## config.mk

```make
export PLATFORM = sky130hd
export DESIGN_NAME = avalon_st_capture
export DESIGN_NICKNAME = d
export VERILOG_FILES = /design/src/rtl/avalon_st_capture.sv
export SDC_FILE = /design/constraint.sdc
export NUM_CORES = 1
export LEC_CHECK = 0
export CAP_MARGIN = 20
export CORE_ASPECT_RATIO = 1.25
export CORE_MARGIN = 2
export CORE_UTILIZATION = 45
export CTS_BUF_LIST = sky130_fd_sc_hd__clkbuf_8
export DETAILED_ROUTE_END_ITERATION = 7
export SLEW_MARGIN = 20
export SYNTH_ARGS = -nofsm -noshare
export SYNTH_HDL_FRONTEND = slang
export SYNTH_SLANG_ARGS = --single-unit
export TNS_END_PERCENT = 10
```

## constraint.sdc

```tcl
create_clock -name clk -period 18 [get_ports clk]
set_clock_uncertainty 0.05 [all_clocks]
set_input_delay 3.6 -clock clk [delete_from_list [all_inputs] [get_ports clk]]
set_output_delay 3.6 -clock clk [all_outputs]
set_load 0.1 [all_outputs]
```

## src/rtl/avalon_st_capture.sv

```systemverilog
// Passive Avalon-ST monitor: captures beats into a FWFT FIFO and keeps packet/drop statistics.
// Optional CAPTURE_TIMESTAMP_EN prepends a free-running cycle stamp to each record.
module avalon_st_capture #(
  parameter int DATA_W  = 64,
  parameter int EMPTY_W = 3,
  parameter int DEPTH   = 16,
  parameter int CNT_W   = 16,
  parameter int TS_W    = 32,
`ifdef CAPTURE_TIMESTAMP_EN
  localparam int REC_W  = TS_W + DATA_W + EMPTY_W + 2
`else
  localparam int REC_W  = DATA_W + EMPTY_W + 2
`endif
) (
  input  logic               clk,
  input  logic               reset_n,
  input  logic               mon_valid,
  input  logic               mon_startofpacket,
  input  logic               mon_endofpacket,
  input  logic [DATA_W-1:0]  mon_data,
  input  logic [EMPTY_W-1:0] mon_empty,
  output logic               rd_valid,
  input  logic               rd_ready,
  output logic [REC_W-1:0]   rd_data,
  output logic [CNT_W-1:0]   pkt_count,
  output logic [CNT_W-1:0]   drop_count,
  output logic               err_proto,
  output logic               overflow,
  input  logic               clear
);
  localparam int AW = $clog2(DEPTH);

  typedef enum logic [1:0] {IDLE, IN_PKT, DROP} state_e;

  state_e             state_q, state_d;
  logic [AW-1:0]      wr_ptr_q, rd_ptr_q;
  logic [AW:0]        cnt_q;
  logic [CNT_W-1:0]   pkt_q, drop_q;
  logic               err_q, ovf_q;
  logic [REC_W-1:0]   mem [DEPTH];
  logic [REC_W-1:0]   wr_rec;

  logic full, pop, can_wr, wr_want, wr_en;
  logic err_set, trunc, ovf_set, pkt_inc;

  assign full   = (cnt_q == (AW+1)'(DEPTH));
  assign pop    = rd_valid & rd_ready;
  assign can_wr = ~full | pop;
  assign wr_en  = wr_want & can_wr;

`ifdef CAPTURE_TIMESTAMP_EN
  logic [TS_W-1:0] ts_q;
  always_ff @(posedge clk or negedge reset_n)
    if (!reset_n) ts_q <= '0;
    else          ts_q <= ts_q + 1'b1;
  assign wr_rec = {ts_q, mon_startofpacket, mon_endofpacket, mon_empty, mon_data};
`else
  assign wr_rec = {mon_startofpacket, mon_endofpacket, mon_empty, mon_data};
`endif

  always_comb begin
    state_d = state_q;
    wr_want = 1'b0;
    err_set = 1'b0;
    trunc   = 1'b0;
    ovf_set = 1'b0;
    pkt_inc = 1'b0;
    if (mon_valid) begin
      unique case (state_q)
        IDLE:   if (mon_startofpacket) wr_want = 1'b1; else err_set = 1'b1;
        IN_PKT: begin
          wr_want = 1'b1;
          if (mon_startofpacket) begin err_set = 1'b1; trunc = 1'b1; end
        end
        DROP: begin
          if (mon_startofpacket) begin wr_want = 1'b1; err_set = 1'b1; end
          else if (mon_endofpacket) state_d = IDLE;
        end
        default: state_d = IDLE;
      endcase
      // A beat that cannot be stored poisons the rest of its packet.
      if (wr_want) begin
        if (can_wr) begin
          state_d = mon_endofpacket ? IDLE : IN_PKT;
          pkt_inc = mon_endofpacket;
        end else begin
          ovf_set = 1'b1;
          state_d = mon_endofpacket ? IDLE : DROP;
        end
      end
    end
  end

  always_ff @(posedge clk or negedge reset_n) begin
    if (!reset_n) begin
      state_q  <= IDLE;
      wr_ptr_q <= '0;
      rd_ptr_q <= '0;
      cnt_q    <= '0;
      pkt_q    <= '0;
      drop_q   <= '0;
      err_q    <= 1'b0;
      ovf_q    <= 1'b0;
    end else begin
      state_q <= state_d;
      if (wr_en) wr_ptr_q <= wr_ptr_q + 1'b1;
      if (pop)   rd_ptr_q <= rd_ptr_q + 1'b1;
      cnt_q <= cnt_q + (AW+1)'(wr_en) - (AW+1)'(pop);
      if (clear) begin
        pkt_q  <= '0;
        drop_q <= '0;
        err_q  <= 1'b0;
        ovf_q  <= 1'b0;
      end else begin
        pkt_q  <= pkt_q + CNT_W'(pkt_inc);
        drop_q <= drop_q + CNT_W'(trunc) + CNT_W'(ovf_set);
        err_q  <= err_q | err_set;
        ovf_q  <= ovf_q | ovf_set;
      end
    end
  end

  always_ff @(posedge clk)
    if (wr_en) mem[wr_ptr_q] <= wr_rec;

  assign rd_valid   = (cnt_q != '0);
  assign rd_data    = mem[rd_ptr_q];
  assign pkt_count  = pkt_q;
  assign drop_count = drop_q;
  assign err_proto  = err_q;
  assign overflow   = ovf_q;
endmodule

```

After elaboration in Yosys (flattened, before gate mapping). Memories as Yosys holds them, arrays and structs flattened. Index checks and enable logic that the tools add are counted. Widths: inputs -> output; s select.

Equal/unequal tests: 6. Muxes and demuxes: 28. Reductions and logical operators: 6. Add/sub/neg operators: 7. Bitwise logic cells: 6.

Operator list (count): $add 16x1->16 (3); $mux 16 (2); $mux 1 (18); $mux 2 (5); $add 4x1->4 const B (2); $ne 3x3->1 const B (2); $reduce_or 2->1 (3); $add 5x1->5 (1); $eq 5x5->1 const B (1); $reduce_bool 5->1 (1); $sub 5x1->5 (1); $pmux 1 s2 (2); $pmux 2 s2 (1); $reduce_and 4->1 (1); $or 1x1->1 (3); $and 1x1->1 (2); $eq 2x1->1 const B (1); $eq 2x2->1 const B (1); $logic_not 2->1 (1); $ne 2x1->1 const B (1); $not 1->1 (1).

Bits in writable memories: 1104. Flip-flop bits (word level): 49. Memories: 1. Logic and storage cells: 62.

Memory list: mem (depth 16, width 69, rd ports 1, clocked after Yosys merged registers in 0, wr ports 1, RTL line 40) `logic [REC_W-1:0] mem [DEPTH];`.

Longest topological paths before layout. Gate-level depths: netlist of the first run.

Depth in word-level cells: 8. Mapped depth: 14. Gate-level depth less buffers: 14.

Worst setup path after synthesis of the first run. Ideal clock, no wire load.

Kind: in2reg. Start: input mon_startofpacket. End: memory mem[0][0] (netlist name) (enable). Setup time: 0.666 ns. Data required time: 17.284 ns. Cell stages on the path: 4. Setup slack: 6.635 ns. Path buffers: 0. Arrival time: 10.648 ns. Cell sequence: nor2b_1 -> o221a_2 -> inv_2 -> nor4_1.

Longest elaborated chain between the ends: 7.

RTL lines: start: declaration (RTL line 18) `input logic mon_startofpacket,`; $mux 1 (RTL line 70, 76); $pmux 1 s2 (RTL line 69) `unique case (state_q)`; $mux 1 (2 in a row) (RTL line 68) `if (mon_valid) begin`; $and 1x1->1 (RTL line 49) `assign wr_en = wr_want & can_wr;`; $mux 1 (RTL line 124) `if (wr_en) mem[wr_ptr_q] <= wr_rec;`; $mux 1 (not written as such) (RTL line 124); end: declaration (RTL line 40).

No other way between the ends. The select of a mux whose other input is x is not followed.

Worst setup path after layout of the first run.
Start: register rd_ptr_q[1]. End: output rd_data[63].

Longest elaborated chain between the ends: 1.

RTL lines: start: declaration (RTL line 36) `logic [AW-1:0] wr_ptr_q, rd_ptr_q;`; start signal: assignment (RTL line 107) `if (pop) rd_ptr_q <= rd_ptr_q + 1'b1;`; $mem_v2 16x69; end: declaration (RTL line 24) `output logic [REC_W-1:0] rd_data,`.

No other way between the ends.

==> parameters.txt, run 1 <==
Parameter                              Value

Clocking
  # H-tree levels    4
  Insertion delay to the later sink of the worst-skew pair    0.87 ns
  CTS buffer count    179
  CTS root buf    sky130_fd_sc_hd__clkbuf_8
  Number of sinks handled by clock tree synthesis    1,153
  Clock input transition at the sequential cells of the worst setup and hold paths    0.06 ns
  Count of hold-fix buffers inserted at cts    0
  Number of gates given a new drive strength after cts    0
  CTS max path bufs    3
  Clock tree from TritonCTS    done
  Number of buffers inserted by post-CTS setup repair    0

Critical path
  Type of destination of the critical path    output pin
  Register-to-register setup slack    14.27 ns
  Crit. path cell count    7
  Crit path required time    14.35 ns
  Path depth of the worst reg2reg path    8
  Capture instance of the worst register-to-register path    mem[10][62]
  Launching instance or port of the critical path    rd_ptr_q[1]
  CP Capture Point    rd_data[63]
  CP Launch Type    flip-flop
  Delay-heaviest family, CP    buffers and inverters
  Critical Path Max Stage Delay    1.19 ns
  Crit-path slowest cell    sky130_fd_sc_hd__clkdlybuf4s50_1
  Worst Path Buf+Inv    4
  Classification of the worst setup path    reg2out
  Worst EP arrival    5.58 ns
  Reg-to-Reg Start    cnt_q[2]
  Crit Path Max Fanout    102
  Worst path cell trace    buf_12, buf_16, buf_4, mux4_2, a22oi_1, nand2_1, clkdlybuf4s50_1

Die
  Total Die Area    100,100 sq um
  Horizontal die dimension    283.4 um
  Placeable core region    97,050 sq um
  Initial core utilization    45.25%
  Number of rows in the core area    128
  Count of pins on the block boundary    178
  Chip Height    353.3 um

Global routing
  Overall global routing resource usage    20.91%
  Pin count of the biggest net entering global routing    176
  Initial antenna violation count    13
  Global-route wire length before repair    151,400 um
  Vias in the first global route    22,780
  Total congestion overflow    0

Yosys
  Post-synthesis sequential area ratio    78.28%
  Synthesized netlist cell count    1,958
  Count of different cell masters after synthesis    47
  Top post-synthesis cells by area    sky130_fd_sc_hd__edfxtp_1 75%, sky130_fd_sc_hd__mux4_2 14%, sky130_fd_sc_hd__dfrtp_1 2.8%
  Number of enable flip-flop cells after synthesis    1,104
  Post-synthesis average cell area    22.43 sq um
  Area of the mapped netlist    43,910 sq um
  Share of synthesized registers carrying an async set or reset    4.250%
  Main flop type after synthesis    sky130_fd_sc_hd__edfxtp_1
  Number of nets in the synthesized netlist    2,051
  Post-synth top area share    75.49%
  Largest area contributor in the synthesized netlist    sky130_fd_sc_hd__edfxtp_1
  Number of warnings issued by yosys    0
  Register bit count reported by yosys    1,153

Place
  Final Wtd Congestion    0.7268
  Count of input and output buffers    177
  HPWL after detailed placement    49,030 um
  Post-Place Worst Slack    9.183 ns

Route
  Detailed Route Iter0 Violations    1,795
  DR vias/cell    5.707
  Drt first pass iters    5
  Final wirelength    103,100 um
  Total number of vias    21,100
  Wirelength per Cell    27.89 um
  Count of nets left with antenna violations after detail routing    0
  DRC violation count after routing    0

Pwr
  Clk pwr share    23.3%
  Worst IR Drop VDD    0.0002237 V
  Cell internal pwr    5.162 mW
  Net Sw Power    3.444 mW
  Sequential power share    37.5%
  Switching power as a share of total power    40.01%
  Logic pwr share    39.2%
  Static leakage    16.24 nW
  Ratio of total power to cell area    170.7 nW/um^2

Min path
  Hold Path Class    reg2reg
  Cell depth of the worst min-delay path    2

STA
  Worst path setup slack after routing    8.766 ns
  Unrepaired setup endpoints after global routing    false
  Number of slew-limit violations in the final report    0
  Endpoints failing setup    0
  Highest attainable clock frequency    108.3 MHz
  Transition time of the tightest slew-check pin    1.130 ns
  Setup TNS    0 ns
  Time the final worst path needs with I/O delays and setup    9.234 ns
  Share of the clock period used by the worst path    51.30%
  Max-Slew Margin vs Limit    24.46%
  Final Hold Fails    0

Outcome
  Outcome    complete, no violations

Final layout
  Most used cells in the layout excluding fill and tap cells    1,104 x sky130_fd_sc_hd__edfxtp_1, 276 x sky130_fd_sc_hd__mux4_2, 180 x sky130_fd_sc_hd__clkbuf_8
  Final design utilization    51.96%
  Fraction of final layout cells with drive strength greater than 1    23.34%
  Number of nets in the layout    2,345
  Synth-to-Final Area Change    14.83%
  Fill count    7,691
  Most common library cell in the layout ignoring fill and taps    sky130_fd_sc_hd__edfxtp_1

Job
  Max-cap violations    0
[worst min-delay path by stage]
stage,startpoint,endpoint,slack [ns]
floorplan,cnt_q[0],cnt_q[0],0.44
global placement,overflow,overflow,0.46
detailed placement,err_proto,err_proto,0.47
CTS,err_proto,err_proto,0.49
global route,cnt_q[0],cnt_q[0],0.51
finish,err_proto,err_proto,0.48
[stage by stage]
stage          total power [mW]  std cells  area, sq um  hold slack [ns]
3_5_place_dp              6.706       3369        47130           0.4715
4_1_cts                   8.717       3689        50350           0.4888
5_1_grt                   8.959       3695        50420           0.5126
3_3_place_gp              6.680       3369        47130           0.4621
6_report                  8.606       3697        50430           0.4820
2_1_floorplan             5.842       1958        43910           0.4359
[power groups by stage]
stage | clock [mW] | combinational, mW | sequential, mW
floorplan | 0 | 2.61 | 3.24
global placement | 0 | 3.41 | 3.27
detailed placement | 0 | 3.42 | 3.28
CTS | 2.06 | 3.43 | 3.23
global route | 2.17 | 3.55 | 3.24
finish | 2.00 | 3.38 | 3.22
[sequential cells by signal, summed over array words and instances (netlist names)]
name / flops
pkt_count: 16
wr_ptr_q: 4
state_q: 2
drop_count: 16
cnt_q: 5
mem: 1104
rd_ptr_q: 4
err_proto: 1
overflow: 1
[cells in the mapped netlist (2+ instances only)]
master                     count
sky130_fd_sc_hd__clkbuf_1     45
sky130_fd_sc_hd__or3_1         4
sky130_fd_sc_hd__buf_4         9
sky130_fd_sc_hd__buf_1         9
sky130_fd_sc_hd__xor2_1       15
sky130_fd_sc_hd__and2_1       12
sky130_fd_sc_hd__xnor2_1      15
sky130_fd_sc_hd__inv_1        22
sky130_fd_sc_hd__and4_1        2
sky130_fd_sc_hd__nand3_1      13
sky130_fd_sc_hd__nor2b_1       9
sky130_fd_sc_hd__mux2_1        3
sky130_fd_sc_hd__buf_2        21
sky130_fd_sc_hd__nor3_1        3
sky130_fd_sc_hd__nand4_1       8
sky130_fd_sc_hd__a22oi_1     138
sky130_fd_sc_hd__nor2_1       35
sky130_fd_sc_hd__o31ai_1       2
sky130_fd_sc_hd__mux4_2      276
sky130_fd_sc_hd__nand2b_1      2
sky130_fd_sc_hd__nor4_1        5
sky130_fd_sc_hd__and3_1        4
sky130_fd_sc_hd__dfrtp_1      49
sky130_fd_sc_hd__nor3b_1       2
sky130_fd_sc_hd__ha_1         17
sky130_fd_sc_hd__fa_1          2
sky130_fd_sc_hd__or4_1         2
sky130_fd_sc_hd__o21ai_1       5
sky130_fd_sc_hd__nand2_1      81
sky130_fd_sc_hd__a21oi_1      11
sky130_fd_sc_hd__edfxtp_1   1104
sky130_fd_sc_hd__buf_6        18
[routing by layer]
layer / track usage [%] / part of all wire, %
met5: 0 / 0.048
met4: 7.026 / 2.5
met3: 4.328 / 5.6
met2: 35.34 / 51
met1: 27.17 / 41
[cell families after synthesis]
family,Yosys count,share of synthesized area (%)
xor+xnor,30,0.5983
flops,1153,78.28
mux,280,14.27
simple gates,186,2.026
fa+ha+maj,19,0.5755
buf+inv,125,1.513
compound gates,165,2.738
[area by class of cell]
| cell class | instances | area (sq um) | share of cell area (%) |
|---|---|---|---|
| Sequential cell | 1153 | 34390 | 68.19 |
| Multi-Input combinational cell | 680 | 8972 | 17.79 |
| Clock buffer | 180 | 2477 | 4.913 |
| Timing Repair Buffer | 215 | 2116 | 4.196 |
| Tap cell | 1300 | 1627 | 3.225 |
| Clock inverter | 140 | 749.5 | 1.486 |
| Inverter | 23 | 86.33 | 0.1712 |
| Antenna cell | 6 | 15.01 | 0.02977 |
[worst min-delay path: cells and delay by family (launching register included)]
kind	cells	cell delay, ns
flip-flops	1	0.37
AO/OA/AOI/OAI	1	0.05
AND/OR/NAND/NOR	1	0.07
Note: power is estimated with default switching activity, not from simulation.
==> inputs of run 2 (changes only) <==
- clock period: 18 -> 8.8 ns (I/O delays scaled with it)
==> parameters.txt, run 2 (synthesis results as in run 1) <==
Parameter                              Value

Die
  Horizontal die dimension    283.4 um
  Count of pins on the block boundary    178
  Placeable core region    97,050 sq um
  Number of rows in the core area    128
  Total Die Area    100,100 sq um
  Initial core utilization    45.25%
  Chip Height    353.3 um

Clocking
  Number of buffers inserted by post-CTS setup repair    0
  Insertion delay to the later sink of the worst-skew pair    0.86 ns
  Number of sinks handled by clock tree synthesis    1,153
  Clock input transition at the sequential cells of the worst setup and hold paths    0.06 ns
  CTS root buf    sky130_fd_sc_hd__clkbuf_8
  Number of gates given a new drive strength after cts    0
  CTS buffer count    176
  Clock tree from TritonCTS    done
  # H-tree levels    4
  Count of hold-fix buffers inserted at cts    0
  CTS max path bufs    3

Global routing
  Total congestion overflow    0
  GR peak layer    met2
  Initial antenna violation count    13
  Global-route wire length before repair    148,100 um
  Pin count of the biggest net entering global routing    122
  Overall global routing resource usage    20.30%
  Global-route met3 utilization    4.961%
  Vias in the first global route    22,770
  Met2 track demand over resource in global routing    34.67%
  GR Util met1    25.56%

Final layout
  Number of flip-flops under the largest register name    1,104
  Footprint of the multi-input gates    8972 sq um
  Fraction of final layout cells with drive strength greater than 1    23.60%
  Fill count    7,731
  Synth-to-Final Area Change    14.73%
  Number of nets in the layout    2,342
  Most common library cell in the layout ignoring fill and taps    sky130_fd_sc_hd__edfxtp_1
  Most used cells in the layout excluding fill and tap cells    1,104 x sky130_fd_sc_hd__edfxtp_1, 276 x sky130_fd_sc_hd__mux4_2, 178 x sky130_fd_sc_hd__clkbuf_8
  Register Area    34,390 sq um
  Register bank with the most flops    mem

Pwr
  Worst IR Drop VDD    0.0003722 V
  Ratio of total power to cell area    348.4 nW/um^2
  Static leakage    16.21 nW

STA
  Max-Slew Margin vs Limit    20.76%
  Highest attainable clock frequency    154.2 MHz
  Number of slew-limit violations in the final report    0
  Endpoints failing setup    0
  Time the final worst path needs with I/O delays and setup    6.486 ns
  Worst path setup slack after routing    2.314 ns
  Share of the clock period used by the worst path    73.70%
  Unrepaired setup endpoints after global routing    false
  Setup TNS    0 ns
  Transition time of the tightest slew-check pin    1.189 ns
  Final Hold Fails    0

Critical path
  Crit Path Max Fanout    89
  Crit path required time    6.99 ns
  Classification of the worst setup path    reg2out
  Path depth of the worst reg2reg path    8
  Worst EP arrival    4.68 ns
  CP Launch Type    flip-flop
  Type of destination of the critical path    output pin

Place
  Final Wtd Congestion    0.7386
  Count of input and output buffers    177
  HPWL after detailed placement    50,240 um
  Post-Place Worst Slack    3.089 ns

Min path
  Hold Path Class    reg2reg
  Cell depth of the worst min-delay path    2

Route
  Count of nets left with antenna violations after detail routing    0
  Detailed Route Iter0 Violations    1,976
  Drt first pass iters    5
  Final wirelength    99,850 um
  Wirelength per Cell    27.00 um
  Total number of vias    20,840
  DRC violation count after routing    0
  DR vias/cell    5.634

Outcome
  Outcome    complete, no violations

Job
  Max-cap violations    0
-- run 2: cell types whose count changed in the layout (fill, tap and decap cells not counted), moves of 4 or more --
cell / change
sky130_fd_sc_hd__inv_6: +4
sky130_fd_sc_hd__clkinv_2: +10
sky130_fd_sc_hd__clkinv_1: +4
sky130_fd_sc_hd__inv_1: -8
sky130_fd_sc_hd__inv_12: -4
-- run 2: power breakdown --
group	internal [mW]	switching [mW]
Clock	1.99	2.06
Sequential	6.39	0.224
Combinational	2.15	4.73
Total	10.5	7.02
-- run 2: final cells by class --
| class | instances | area share (%) |
|---|---|---|
| Sequential cell | 1153 | 68.25 |
| Multi-Input combinational cell | 680 | 17.81 |
| Clock buffer | 178 | 4.862 |
| Timing Repair Buffer | 215 | 4.162 |
| Tap cell | 1300 | 3.228 |
| Clock inverter | 145 | 1.502 |
| Inverter | 23 | 0.1713 |
| Antenna cell | 4 | 0.01987 |
-- run 2: critical path, stage by stage, from the launching register on --
cell,delay (ns)
sky130_fd_sc_hd__dfrtp_4,1.03
sky130_fd_sc_hd__buf_12,0.63
sky130_fd_sc_hd__mux4_2,0.59
sky130_fd_sc_hd__a22oi_1,0.24
sky130_fd_sc_hd__nand2_1,0.17
sky130_fd_sc_hd__clkdlybuf4s50_1,1.02
-- run 2: path summary, 6_finish.rpt --
kind / startpoint / to / slack (ns)
min in group asynchronous: reset_n / drop_count[2] / 0.97
max reg2reg: cnt_q[2] / mem[7][30] / 5.31
min: err_proto / err_proto / 0.45
min reg2reg: err_proto / err_proto / 0.45
max in group asynchronous: reset_n / rd_ptr_q[0] / 7.22
max: rd_ptr_q[0] / rd_data[43] / 2.31
-- run 2: routing by layer --
layer | vias to the layer above | routed length (um)
li1 | 8853 | -
met1 | 11130 | 39690
met2 | 653 | 51360
met3 | 182 | 6263
met4 | 18 | 2419
met5 | - | 120
-- run 2: metrics by stage --
step	util [%]	cell area (sq um)	power, mW	hold slack (ns)	std cells
final	51.91	50380	17.55	0.4536	3698
after global routing	51.91	50380	18.28	0.5007	3697
after CTS	51.90	50370	17.80	0.4565	3694
after detailed placement	48.60	47170	13.72	0.4379	3371
after global placement	48.60	47170	13.68	0.4308	3371
after floorplan	-	43910	11.95	0.4359	1958
==> inputs of run 3 (changes only) <==
- clock period: 8.8 -> 5.7 ns (I/O delays scaled with it)
==> parameters.txt, run 3 (synthesis results as in run 1) <==
Parameter                              Value

Place
  HPWL after detailed placement    53,070 um
  Total instance count after detailed placement    3,394
  Dpl cell area    47,760 sq um
  Count of input and output buffers    177
  Post-Place Worst Slack    1.122 ns
  Final Wtd Congestion    0.7576

STA
  Max-Slew Margin vs Limit    29.84%
  Number of slew-limit violations in the final report    0
  Transition time of the tightest slew-check pin    1.049 ns
  Unrepaired setup endpoints after global routing    false
  WHS    0.3461 ns
  Endpoints failing setup    0
  Share of the clock period used by the worst path    91.18%
  Time the final worst path needs with I/O delays and setup    5.197 ns
  Worst path setup slack after routing    0.5030 ns
  Setup TNS    0 ns
  Highest attainable clock frequency    192.4 MHz
  Final Hold Fails    0

Critical path
  CP Launch Type    flip-flop
  Launching instance or port of the critical path    rd_ptr_q[0]
  Classification of the worst setup path    reg2out
  Crit path required time    4.51 ns
  Reg-to-Reg Start    cnt_q[3]
  Delay-heaviest family, CP    buffers and inverters
  Worst path cell trace    buf_12, mux4_2, a22oi_1, nand2_1, clkdlybuf4s50_1
  Crit-path slowest cell    sky130_fd_sc_hd__clkdlybuf4s50_1
  Worst Path Buf+Inv    2
  Worst EP arrival    4.01 ns
  Critical Path Max Stage Delay    0.99 ns
  Type of destination of the critical path    output pin
  Crit Path Max Fanout    54

Clocking
  Number of gates given a new drive strength after cts    0
  Insertion delay to the later sink of the worst-skew pair    0.86 ns
  CTS root buf    sky130_fd_sc_hd__clkbuf_8
  CTS max path bufs    3
  Clock tree from TritonCTS    done
  Count of hold-fix buffers inserted at cts    0
  Number of sinks handled by clock tree synthesis    1,153
  Clock input transition at the sequential cells of the worst setup and hold paths    0.06 ns
  # H-tree levels    4
  CTS buffer count    176
  Number of buffers inserted by post-CTS setup repair    0

Final layout
  Post-route non-filler standard cell count    3,698
  Most common library cell in the layout ignoring fill and taps    sky130_fd_sc_hd__edfxtp_1
  Most used cells in the layout excluding fill and tap cells    1,104 x sky130_fd_sc_hd__edfxtp_1, 276 x sky130_fd_sc_hd__mux4_2, 182 x sky130_fd_sc_hd__clkbuf_8
  Number of flip-flops under the largest register name    1,104
  Fraction of final layout cells with drive strength greater than 1    24.22%
  Final design utilization    52.43%
  Final instance area    50,890 sq um
  Register bank with the most flops    mem
  Synth-to-Final Area Change    15.87%
  Number of nets in the layout    2,365

Global routing
  Pin count of the biggest net entering global routing    76
  Total congestion overflow    0
  Vias in the first global route    22,830
  Initial antenna violation count    8
  Global-route wire length before repair    150,300 um
  Overall global routing resource usage    20.58%

Job
  Max-cap violations    0

Die
  Count of pins on the block boundary    178
  Horizontal die dimension    283.4 um
  Initial core utilization    45.25%
  Chip Height    353.3 um
  Total Die Area    100,100 sq um
  Placeable core region    97,050 sq um
  Number of rows in the core area    128

Pwr
  Switching power as a share of total power    39.64%
  Worst IR Drop VDD    0.0005859 V
  Ratio of total power to cell area    535.7 nW/um^2
  Net Sw Power    10.80 mW
  Static leakage    16.42 nW
  Sequential power share    37.1%
  Cell internal pwr    16.45 mW
  Clk pwr share    22.8%
  Total chip power    27.26 mW
  Logic pwr share    40.1%

Route
  Count of nets left with antenna violations after detail routing    0
  DRC violation count after routing    0
  Wirelength per Cell    27.37 um
  Drt first pass iters    5
  DR vias/cell    5.704
  Detailed Route Iter0 Violations    1,786
  Total number of vias    21,100
  Final wirelength    101,200 um

Outcome
  Outcome    complete, no violations

Min path
  Hold Path Class    in2async
## run 3: cell types whose count changed in the layout (fill, tap and decap cells not counted), moves of 3 or more
| cell | delta |
|---|---|
| sky130_fd_sc_hd__buf_12 | +32 |
| sky130_fd_sc_hd__clkinv_1 | -18 |
| sky130_fd_sc_hd__clkinv_2 | -17 |
| sky130_fd_sc_hd__inv_1 | +12 |
| sky130_fd_sc_hd__clkdlybuf4s50_1 | -8 |
| sky130_fd_sc_hd__inv_6 | -5 |
| sky130_fd_sc_hd__clkbuf_8 | +4 |
| sky130_fd_sc_hd__clkinvlp_4 | +4 |
| sky130_fd_sc_hd__nor4_2 | -4 |
| sky130_fd_sc_hd__nor4_4 | +4 |
| sky130_fd_sc_hd__clkinv_8 | -3 |
## run 3: power groups by stage
stage                     logic, mW  registers (mW)  clock network, mW
after floorplan                8.24            10.2                  0
after global placement         11.1            10.3                  0
after detailed placement       11.1            10.3                  0
after CTS                      11.1            10.1               6.38
after global routing           11.5            10.2               6.73
final                          10.9            10.1               6.21
## run 3: worst paths after layout
check / slack [ns] / depth (start not counted) / to
worst max-delay path: 0.50 / 5 / rd_data[60]
worst min-delay path: 0.35 / 2 / drop_count[2]
worst max register to register: 2.44 / 8 / mem[11][44]
worst min register to register: 0.46 / 2 / err_proto
max in group asynchronous: 4.71 / 2 / rd_ptr_q[1]
min in group clk: 0.46 / 2 / err_proto
## run 3: final cells by class
| type | instances | area [sq um] |
|---|---|---|
| Fill cell | 7654 | 46170 |
| Sequential cell | 1153 | 34390 |
| Multi-Input combinational cell | 680 | 9007 |
| Timing Repair Buffer | 238 | 2650 |
| Clock buffer | 182 | 2505 |
| Tap cell | 1300 | 1627 |
| Clock inverter | 119 | 616.8 |
| Inverter | 23 | 86.33 |
| Antenna cell | 3 | 7.507 |
## run 3: routing by layer
metal / part of all wire (%) / up-vias / GRT usage, %
met5: 0.053 / - / 0
met2: 52 / 664 / 34.89
met3: 5.5 / 182 / 4.425
met1: 40 / 11350 / 26.67
met4: 2.3 / 8 / 6.624
li1: - / 8890 / -
